--- src/rtl/riscv_defs.sv ---
// Shared RISC-V pipeline definitions: statistics counter width and exception cause codes.
package riscv_defs;

    localparam int unsigned STAT_CNT_W = 32;

    // Instruction-address-misaligned cause, raised by the trap unit alongside jmp_misalign.
    localparam logic [3:0] EXC_INSN_MISALIGN = 4'd0;

    // Bit 0 is cleared by the datapath for JALR, so only bit 1 decides alignment.
    function automatic logic jmp_target_misaligned(input logic [31:0] addr);
        return addr[1];
    endfunction

endpackage

--- src/rtl/jmp_ctrl_sat_cnt.sv ---
// sat_cnt: W-bit counter that increments on inc and sticks at all-ones.
module sat_cnt #(
    parameter int unsigned W = 32
) (
    input  logic         clk,
    input  logic         rst,
    input  logic         inc,
    output logic [W-1:0] cnt
);

    always_ff @(posedge clk) begin
        if (rst) begin
            cnt <= '0;
        end else if (inc && (cnt != '1)) begin
            cnt <= cnt + {{(W-1){1'b0}}, 1'b1};
        end
    end

endmodule

--- src/rtl/jmp_ctrl.sv ---
// Jump redirect controller: kills i1, flushes the front end and holds a PC redirect until fetch accepts.
// Statistics counters are built only when JMP_CTRL_STATS_EN is defined.
module jmp_ctrl
    import riscv_defs::*;
#(
    parameter int unsigned CNT_W = STAT_CNT_W
) (
    input  logic             clk,
    input  logic             rst,
    input  logic             exe_valid,
    input  logic             take_jmp,
    input  logic             jmp_src_i0,
    input  logic [31:0]      jmp_addr,
    input  logic             fetch_ready,
    output logic             kill_i1,
    output logic             flush,
    output logic             stall_exe,
    output logic             fetch_redirect,
    output logic [31:0]      fetch_pc,
    output logic             jmp_misalign,
    output logic [CNT_W-1:0] stat_jmp_cnt,
    output logic [CNT_W-1:0] stat_stall_cnt
);

    typedef enum logic {
        IDLE,
        REDIRECT
    } jmp_state_t;

    jmp_state_t  state;
    jmp_state_t  state_nxt;
    logic [31:0] redirect_pc;
    logic        acc;
    logic        misal;

    // Combinational outputs are forced low while rst is high, even if state has not cleared yet.
    assign acc   = !rst && exe_valid && take_jmp && (state == IDLE);
    assign misal = jmp_target_misaligned(jmp_addr);

    always_ff @(posedge clk) begin
        if (rst) begin
            state <= IDLE;
        end else begin
            state <= state_nxt;
        end
    end

    always_ff @(posedge clk) begin
        if (rst) begin
            redirect_pc <= '0;
        end else if (acc && !misal) begin
            redirect_pc <= jmp_addr & ~32'd1;
        end
    end

    always_comb begin
        state_nxt      = state;
        kill_i1        = 1'b0;
        flush          = 1'b0;
        stall_exe      = 1'b0;
        fetch_redirect = 1'b0;
        fetch_pc       = '0;
        jmp_misalign   = 1'b0;
        if (!rst) begin
            case (state)
                IDLE: begin
                    if (acc) begin
                        kill_i1 = jmp_src_i0;
                        if (misal) begin
                            jmp_misalign = 1'b1;
                        end else begin
                            flush     = 1'b1;
                            state_nxt = REDIRECT;
                        end
                    end
                end
                REDIRECT: begin
                    fetch_redirect = 1'b1;
                    fetch_pc       = redirect_pc;
                    flush          = 1'b1;
                    stall_exe      = 1'b1;
                    if (fetch_ready) begin
                        state_nxt = IDLE;
                    end
                end
                default: state_nxt = IDLE;
            endcase
        end
    end

`ifdef JMP_CTRL_STATS_EN
    logic inc_jmp;
    logic inc_stall;

    assign inc_jmp   = acc && !misal;
    assign inc_stall = !rst && (state == REDIRECT) && !fetch_ready;

    sat_cnt #(.W(CNT_W)) u_jmp_cnt (
        .clk (clk),
        .rst (rst),
        .inc (inc_jmp),
        .cnt (stat_jmp_cnt)
    );

    sat_cnt #(.W(CNT_W)) u_stall_cnt (
        .clk (clk),
        .rst (rst),
        .inc (inc_stall),
        .cnt (stat_stall_cnt)
    );
`else
    assign stat_jmp_cnt   = '0;
    assign stat_stall_cnt = '0;
`endif

endmodule

--- config.mk ---
export PLATFORM = sky130hd
export DESIGN_NAME = jmp_ctrl
export DESIGN_NICKNAME = d
export VERILOG_FILES = /design/src/rtl/riscv_defs.sv /design/src/rtl/jmp_ctrl_sat_cnt.sv /design/src/rtl/jmp_ctrl.sv
export SDC_FILE = /design/constraint.sdc
export NUM_CORES = 1
export LEC_CHECK = 0
export CAP_MARGIN = 20
export CORE_MARGIN = 10
export CORE_UTILIZATION = 38
export CTS_CLUSTER_DIAMETER = 60
export DETAILED_ROUTE_END_ITERATION = 12
export GPL_ROUTABILITY_DRIVEN = 0
export HOLD_SLACK_MARGIN = 0.1
export PLACE_DENSITY_LB_ADDON = 0.15
export SETUP_SLACK_MARGIN = 0.4
export SLEW_MARGIN = 20
export SYNTH_ARGS = -nofsm -noshare
export SYNTH_HDL_FRONTEND = slang
export SYNTH_SLANG_ARGS = --single-unit
export TNS_END_PERCENT = 5
--- constraint.sdc ---
create_clock -name clk -period 4.3 [get_ports clk]
set_clock_uncertainty 0.2 [all_clocks]
set_input_delay 0.86 -clock clk [delete_from_list [all_inputs] [get_ports clk]]
set_output_delay 0.86 -clock clk [all_outputs]
set_load 0.005 [all_outputs]
==> flow_results.xml <==
<?xml version="1.0" encoding="UTF-8"?>
<metrics>
  <group name="logic_synthesis">
    <metric name="synthDistinctLibCells" unit="">16</metric>
    <metric name="synth.mux.area_fraction" unit="%">0</metric>
    <metric name="yosys_register_bits" unit="">32</metric>
    <metric name="area_share_of_xor_xnor_cells_in_the_synthesized_design" unit="%">0</metric>
    <metric name="synth_cells" unit="">251</metric>
    <metric name="post_synth_instance_area" unit="um2">1960</metric>
    <metric name="synth_compound_gate_area_share" unit="%">16.2</metric>
    <metric name="post_synth_fa_ha_maj_area_fraction" unit="%">0</metric>
    <metric name="syn-mean-instance-area" unit="um2">7.80</metric>
    <metric name="synth_sequential_area_ratio" unit="%">32.7</metric>
    <metric name="yosysWarnings" unit="">0</metric>
    <metric name="combinational_family_with_the_most_area_after_synthesis" unit="">buffers and inverters</metric>
    <metric name="synth_simple_gate_area_share" unit="%">19.8</metric>
  </group>
  <group name="setup_path">
    <metric name="worstPathCellList" unit="">clkdlybuf4s50_1, nand2b_1, inv_1, buf_12, and2_1, clkdlybuf4s50_1</metric>
    <metric name="gate_family_responsible_for_the_most_delay_along_the_worst_path" unit="">buffers and inverters</metric>
    <metric name="timing.rr.end" unit="">redirect_pc[29]</metric>
    <metric name="cp_max_fo" unit="">27</metric>
    <metric name="setup.worst_path.start" unit="">rst</metric>
    <metric name="cp.arrival" unit="ps">2580</metric>
    <metric name="worst-setup-path-type" unit="">input pin to output pin</metric>
    <metric name="worstRegToRegCells" unit="">4</metric>
    <metric name="critical-path-slowest-cell" unit="">clkdlybuf4s50_1</metric>
    <metric name="crit_path_max_incr_delay" unit="ps">520</metric>
    <metric name="worstReg2RegStart" unit="">state</metric>
    <metric name="endpoint_kind" unit="">output pin</metric>
    <metric name="startpoint_type" unit="">input pin</metric>
    <metric name="regToRegSetupSlack" unit="ps">2750</metric>
    <metric name="cp-endpoint" unit="">fetch_pc[2]</metric>
    <metric name="cp.required" unit="ps">3240</metric>
    <metric name="worst-path-stages" unit="">6</metric>
    <metric name="worst-path-buf-inv" unit="">4</metric>
    <metric name="timing.critical_path.mode_cell" unit="">clkdlybuf4s50_1</metric>
  </group>
  <group name="route">
    <metric name="vias" unit="">1677</metric>
    <metric name="drt_iter0_markers" unit="">52</metric>
    <metric name="drt_pass1_iterations" unit="">4</metric>
    <metric name="via_per_inst" unit="">4.33</metric>
    <metric name="postRouteWirelength" unit="um">5580</metric>
    <metric name="detail-route-antenna-nets" unit="">0</metric>
    <metric name="drt_drc_violations_left" unit="">0</metric>
    <metric name="routedWlPerCell" unit="um">14.4</metric>
  </group>
  <group name="timing">
    <metric name="timing.final.setup_violations" unit="">0</metric>
    <metric name="finalSetupTns" unit="ps">0</metric>
    <metric name="grt_setup_unrepaired" unit="">false</metric>
    <metric name="maxClockFrequency" unit="MHz">275</metric>
    <metric name="number_of_max_slew_violations_in_the_final_report" unit="">0</metric>
    <metric name="share_of_the_cycle_needed_by_the_critical_path_after_routing" unit="%">84.6</metric>
    <metric name="finalHoldViolations" unit="">0</metric>
    <metric name="shortest_clock_period_the_worst_path_allows_after_layout" unit="ps">3640</metric>
  </group>
  <group name="layout">
    <metric name="antenna_cells" unit="">0</metric>
    <metric name="final_util" unit="%">51.2</metric>
    <metric name="final_cell_area" unit="um2">2580</metric>
    <metric name="synthToLayoutAreaGrowth" unit="%">31.9</metric>
    <metric name="final_common_cell" unit="">clkdlybuf4s50_1</metric>
    <metric name="most_used_cells_in_the_layout_excluding_fill_and_tap_cells" unit="">clkdlybuf4s50_1, conb_1, and2_1, dfxtp_1</metric>
    <metric name="post_route_cells_drive_above_1_share" unit="%">4.73</metric>
    <metric name="design.final.nets" unit="">354</metric>
    <metric name="finalNonFillerCells" unit="">387</metric>
  </group>
  <group name="global_routing">
    <metric name="grt_pass1_wl" unit="um">8890</metric>
    <metric name="grt_start_max_net_pins" unit="">32</metric>
    <metric name="grt_pass1_vias" unit="">1784</metric>
    <metric name="globalRouteOverflowTotal" unit="">0</metric>
    <metric name="grt_antenna_before_repair" unit="">0</metric>
    <metric name="grt_usage" unit="%">12.7</metric>
  </group>
  <group name="die">
    <metric name="io_pins" unit="">139</metric>
    <metric name="rows" unit="">26</metric>
    <metric name="floorplan.initialDensity" unit="%">38.8</metric>
    <metric name="die_area" unit="um2">8420</metric>
    <metric name="core" unit="um2">5040</metric>
    <metric name="fp.dieH" unit="um">91.8</metric>
    <metric name="die_width" unit="um">91.8</metric>
  </group>
  <group name="clock_network">
    <metric name="holdBufCountCts" unit="">0</metric>
    <metric name="cts-resized-gates" unit="">0</metric>
    <metric name="cts_inserted_buffers" unit="">5</metric>
    <metric name="cts_tree" unit="">built</metric>
    <metric name="ctsHtreeMaxLevel" unit="">2</metric>
    <metric name="clk_root_buffer_cell" unit="">clkbuf_8</metric>
    <metric name="cts.sink_count" unit="">32</metric>
    <metric name="worst_setup_hold_path_clk_slew" unit="ps">60</metric>
    <metric name="worstSkewPairLatency" unit="ps">280</metric>
    <metric name="cts_post_setup_buffers_inserted" unit="">0</metric>
    <metric name="cts_buffer_depth" unit="">2</metric>
  </group>
  <group name="place">
    <metric name="place_area" unit="um2">2490</metric>
    <metric name="io_buffers" unit="">72</metric>
    <metric name="numPlacedInstances" unit="">379</metric>
    <metric name="place.detailed.hpwl" unit="um">4150</metric>
  </group>
  <group name="pwr">
    <metric name="power_report.internal_total" unit="mW">0.476</metric>
    <metric name="switching_power" unit="mW">0.157</metric>
    <metric name="clock_power_share" unit="%">37.2</metric>
    <metric name="power.total" unit="mW">0.633</metric>
    <metric name="power.density" unit="nW/um2">245</metric>
    <metric name="switching_share" unit="%">24.7</metric>
    <metric name="power.leakage" unit="nW">1.01</metric>
    <metric name="seq_power_share" unit="%">48.2</metric>
    <metric name="worst_ir_drop_vdd" unit="V">0.000132</metric>
    <metric name="combinational_power_share" unit="%">14.6</metric>
  </group>
  <group name="status">
    <metric name="outcome" unit="">finished clean</metric>
  </group>
  <group name="run">
    <metric name="drv_cap" unit="">0</metric>
  </group>
  <group name="min_path">
    <metric name="holdCritPathClass" unit="">register to register</metric>
  </group>
</metrics>
## state kept, by name (all words and copies together) (netlist names)
signal and count:
redirect_pc 31, state 1
## metrics by stage
| stage | hold slack, ps | setup slack [ps] |
|---|---|---|
| final | 248 | 663 |
| after global routing | 264 | 507 |
| after CTS | 251 | 640 |
| after detailed placement | 236 | 662 |
| after global placement | 234 | 637 |
| after floorplan | 221 | 1570 |
## metal layers
metal / vias to the layer above / wire, um / global-route usage [%] / share of wire (%)
li1: 834 / - / - / -
met1: 755 / 2170 / 13.2 / 39
met2: 81 / 2620 / 20.7 / 47
met3: 7 / 741 / 8.56 / 13
met4: 0 / 48 / 3.21 / 0.86
met5: - / 0 / 0 / 0
## power groups by stage
stage	clock (mW)	sequential, mW	combinational [mW]
global route	0.255	0.306	0.103
global placement	0	0.311	0.0899
finish	0.235	0.305	0.0925
CTS	0.245	0.305	0.0905
floorplan	0	0.311	0.0855
detailed placement	0	0.312	0.0900
## cell type report
class | count | area, um2
Timing Repair Buffer | 80 | 793
Inverter | 2 | 7.51
Sequential cell | 32 | 641
Fill cell | 542 | 2460
Clock buffer | 8 | 90.1
Multi-Input combinational cell | 195 | 963
Tap cell | 70 | 87.6
## worst register-to-register path: stages (launching register included)
cell      delay (ps)
dfxtp_1          350
nor4bb_4         290
buf_4            360
nand3_1          130
a21oi_1          150
## worst min-delay path by stage
stage                    from        endpoint  slack [ps]  cells past startpoint
6_report       redirect_pc[1]  redirect_pc[1]         250                      2
2_1_floorplan  redirect_pc[1]  redirect_pc[1]         220                      2
5_1_grt        redirect_pc[1]  redirect_pc[1]         260                      2
4_1_cts        redirect_pc[1]  redirect_pc[1]         250                      2
3_5_place_dp   redirect_pc[1]  redirect_pc[1]         240                      2
3_3_place_gp   redirect_pc[1]  redirect_pc[1]         230                      2
## synth_stat cells (all sizes together)
| library cell | instances | share of area (%) |
|---|---|---|
| nand3 | 30 | 7.7 |
| dfxtp | 32 | 33 |
| buf | 74 | 28 |
| inv | 2 | 0.38 |
| conb | 1 | 0.19 |
| clkbuf | 12 | 2.3 |
| nand4bb | 1 | 0.58 |
| nor2 | 1 | 0.19 |
| o21ai | 31 | 7.9 |
| a21oi | 31 | 7.9 |
| o22ai | 1 | 0.32 |
| nor4bb | 1 | 0.51 |
| nand2b | 2 | 0.64 |
| and2 | 32 | 10 |
## cell families (layout without fill, tap and decap cells)
| kind of cell | count (synthesis) | count (layout) |
|---|---|---|
| other cells | 1 | 65 |
| buf+inv | 88 | 90 |
| simple gates | 67 | 67 |
| flops | 32 | 32 |
| compound gates | 63 | 63 |
(Power assumes the default switching activity.)
==> variant 1: new RTL, same settings <==
Build with the macro `JMP_CTRL_STATS_EN` defined.
--- a/src/rtl/jmp_ctrl.sv
+++ b/src/rtl/jmp_ctrl.sv
@@ -1,5 +1,7 @@
 // Jump redirect controller: kills i1, flushes the front end and holds a PC redirect until fetch accepts.
 // Statistics counters are built only when JMP_CTRL_STATS_EN is defined.
+`define JMP_CTRL_STATS_EN
+
 module jmp_ctrl
     import riscv_defs::*;
 #(
Behaviour: not the same (Yosys sat finds a counterexample within 4 cycles, from zero or initial values and one cycle with rst high).
==> variant 1 against the original RTL <==
  * Synthesized cell count up 130%
  * Die area increased by 100%
  * Wire length rose to 2.5 times the old value
  * Worst setup slack improved by 0.095 ns
  * Synthesized area increased by 140%
  * Sequential cell count is 64 higher
  * Clock power grew to 3.3 times the old value
  * Final cell count up 130%
  * Cell area grew 150%
  * Power grew to 2.8 times the old value
  * Largest power group unchanged
==> variant 1: results <==
metrics = {
    "route": {
        "drt_iter0_markers": 252,
        "wl_mm": 14.0,
    },
    "worst_setup_path": {
        "crit_start": "take_jmp",
        "reg2reg_from": "u_jmp_cnt.cnt[14]",
        "arrival_ns": 2.48,
        "reg2regPathDepth": 5,
    },
    "clock_tree": {
        "htreeDepth": 3,
        "cts-buffers-inserted": 9,
        "clock_latency_ns": 0.35,
        "root_buffer": "clkbuf_16",
    },
    "power": {
        "p_leak_nw": 2.01,
        "vdd_ir_drop_max_mv": 0.193,
    },
    "synthesis": {
        "yosys-top-cells-area": "dfxtp_1 (41%), a21oi_1 (8.0%), nand2_1 (7.3%), and2_1 (5.2%), or4_1 (3.8%)",
        "synth_compound_area_frac": 0.180,
        "synth_mux_area_frac": 0.0136,
    },
    "grt": {
        "grt_max_degree": 55,
        "grt_pass1_wl_mm": 22.9,
        "grt_usage": 0.160,
    },
    "status": {
        "status": "finished, final reports clean",
    },
    "final_layout": {
        "drive_above_1_share": 0.0612,
        "n_fill_cell": 1176,
        "reg_top3": "u_jmp_cnt.cnt x32, u_stall_cnt.cnt x32, redirect_pc x31",
    },
    "placement": {
        "hpwlAfterDp_mm": 10.2,
        "dp_slack_ns": 0.746,
        "place_area_sq_mm": 0.00617,
    },
    "hold_path": {
        "holdCritStartpoint": "redirect_pc[7]",
    },
}
[variant 1: changes by cell type after synthesis, moves of 10 or more]
cell and change:
nand2_1 +91, buf_4 -65, dfxtp_1 +64, a21oi_1 +44, or3_1 +25, or4_1 +24
o31ai_1 +20, nor2_1 +18, nand4_1 +16, clkbuf_1 +10
[variant 1: per-layer routing]
| layer | GRT usage | vias to the layer above | routed length [um] |
|---|---|---|---|
| met4 | 0.0456 | 0 | 157 |
| li1 | - | 2327 | - |
| met2 | 0.268 | 99 | 6920 |
| met3 | 0.0560 | 11 | 854 |
| met1 | 0.188 | 2122 | 6070 |
| met5 | 0 | - | 0 |
[variant 1: cells by family after synthesis]
logic type / count (synthesis)
AOI/OAI and AO/OA: 139
xor gates and xnor gates: 7
adders and majority gates: 2
buffers and inverters: 42
DFF: 96
muxes: 6
other: 1
and+or+nand+nor: 285
[variant 1: power by group]
group	switching [mW]	internal, mW
logic	0.0396	0.0426
clock network	0.336	0.437
registers	0.00371	0.896
[variant 1: cell type report]
class	instances	area, sq um	share of cell area
clock buffer	13	270	0.0419
clock inverter	3	15.0	0.00233
inverter	9	33.8	0.00524
multi-input combinational	440	2600	0.403
sequential	96	1920	0.298
tap	168	210	0.0326
timing repair buffer	142	1400	0.217
[variant 1: through the flow]
step                      total power [mW]  hold WS [ns]  instances
final                                 1.75         0.248        871
after detailed placement              1.00         0.242        855
after CTS                             1.78         0.251        871
after global routing                  1.82         0.277        871
after floorplan                      0.952         0.232        578
after global placement                1.00         0.237        855
[variant 1: critical path, delay by kind of cell]
family / cells / cell delay (ns)
buf+inv: 2 / 1.03
simple gates: 3 / 0.59
[variant 1: worst paths after layout]
| check | endpoint | slack (ns) |
|---|---|---|
| setup / recovery | flush | 0.76 |
| hold / removal | redirect_pc[7] | 0.25 |
| setup reg to reg | u_jmp_cnt.cnt[29] | 1.70 |
| hold reg to reg | redirect_pc[7] | 0.25 |
==> variant 2: new RTL, config.mk and constraints unchanged <==
Made on the original files. Make the reset (`rst`) asynchronous in 2 clocked blocks.
--- a/src/rtl/jmp_ctrl.sv
+++ b/src/rtl/jmp_ctrl.sv
@@ -37,7 +37,7 @@
     assign acc   = !rst && exe_valid && take_jmp && (state == IDLE);
     assign misal = jmp_target_misaligned(jmp_addr);
 
-    always_ff @(posedge clk) begin
+    always_ff @(posedge clk or posedge rst) begin
         if (rst) begin
             state <= IDLE;
         end else begin
@@ -45,7 +45,7 @@
         end
     end
 
-    always_ff @(posedge clk) begin
+    always_ff @(posedge clk or posedge rst) begin
         if (rst) begin
             redirect_pc <= '0;
         end else if (acc && !misal) begin
Formal check against the unedited RTL: same outputs for any inputs over 10 cycles, from zero or initial values and one cycle with rst high; that may be too few to reach the edited logic, so the function may still have changed.
==> variant 2 against the original RTL <==
  * Die area up 4.5%
  * Synthesized area is 5.8% higher
  * Final cell count down 17%
  * Wire length shrank 13%
  * Cell area rose by 4.5%
  * Via count decreased by 28%
  * Count of clock-buffer cells in the layout shrank 2
  * Non-clock buffer count is 4 lower
  * Critical path depth is 1 lower
  * First-iteration DRC count is 60% lower
  * Worst setup slack improved by 0.012 ns
  * Sequential cell count unchanged
  * Critical endpoint is now fetch_pc[4]
Power is not compared: it rests on default switching activity, and its combinational part moved more than twofold at a synthesized area within 25%.
==> variant 2: results <==
metrics = {
    "final_layout": {
        "buffer_area_frac": 0.278,
        "layoutNonFillerInstCount": 322,
        "final_nets": 289,
        "multi_input_comb_cells": 135,
        "num-nonclk-inverters": 1,
        "multi_input_area_share": 0.351,
        "signal_buffers": 76,
        "drive_above_1_share": 0.159,
        "seq-cell-share": 0.297,
        "n_fill_cell": 527,
        "n_clock_buffer": 6,
        "clk_share": 0.0399,
    },
    "hold_path": {
        "worstHoldPathCells": 1,
        "min_to": "redirect_pc[22]",
    },
    "synthesis": {
        "dominantRegCellSynth": "dfrtp_1",
        "ys_async_sr_fraction": 1.00,
        "yosysSeqAreaShare": 0.387,
        "yosys-top-cells-area": "dfrtp_1 (39%), buf_4 (24%), mux2_4 (20%), and2_1 (10%), mux2_1 (1.6%)",
        "ys_types": 17,
        "synth_commonest_cells": "buf_4 (66), and2_1 (33), dfrtp_1 (32)",
        "syn_inst": 177,
    },
    "route": {
        "post_drt_wl_per_cell_um": 15.0,
        "dr.pass1.iters": 2,
        "drt_iter0_markers": 21,
    },
    "grt": {
        "grt_pass1_vias": 1266,
        "grt_max_degree": 33,
        "grt_pass1_wl_mm": 6.89,
        "grt_usage": 0.100,
    },
    "status": {
        "status": "finished, final reports clean",
    },
    "worst_setup_path": {
        "arrival_ns": 2.56,
        "r2r-end": "redirect_pc[22]",
        "cp_max_fo": 15,
        "reg2reg_from": "state",
        "rrSetupSlack_ns": 2.29,
        "endpoint": "fetch_pc[4]",
    },
    "sta": {
        "setup_slack_ns": 0.675,
        "holdWs_ns": 0.279,
    },
    "die": {
        "dieArea_sq_mm": 0.00880,
    },
    "power": {
        "combPwrFrac": 0.245,
    },
    "placement": {
        "dp_slack_ns": 0.496,
        "hpwlAfterDp_mm": 3.79,
        "placed_cells": 314,
    },
}
==> variant 2: cell types whose count changed after synthesis, moves of 2 or more <==
cell      before  now
buf_2          4    0
mux2_1         0    3
buf_8          0    2
dfxtp_1       32    0
clkbuf_1      12    3
mux2_4         0   27
o21ai_0       31    0
nand3_1       30    0
nand2b_1       2    0
a21oi_1       31    0
dfrtp_1        0   32
==> variant 2: per-layer routing <==
metal	global-route usage	share of wire	routed length, um
met1	0.106	0.35	1700
met2	0.162	0.47	2290
met3	0.0687	0.17	815
met4	0.0190	0.0048	23
met5	0	0	0
==> variant 2: critical path: stages <==
cell             delay, ns
clkdlybuf4s50_1       0.43
and2b_2               0.39
buf_4                 0.22
and2_1                0.13
clkdlybuf4s50_1       0.53
==> variant 2: logic make-up after synthesis <==
logic type,synth area share
compound gates,0.00363
buf+inv,0.272
mux,0.212
flops,0.387
simple gates,0.124
other cells,0.00181
==> variant 2: what timing repair did <==
action,in CTS,in global routing
hold buffers,0,0
setup endpoints to repair,0,2
resized for setup,0,1
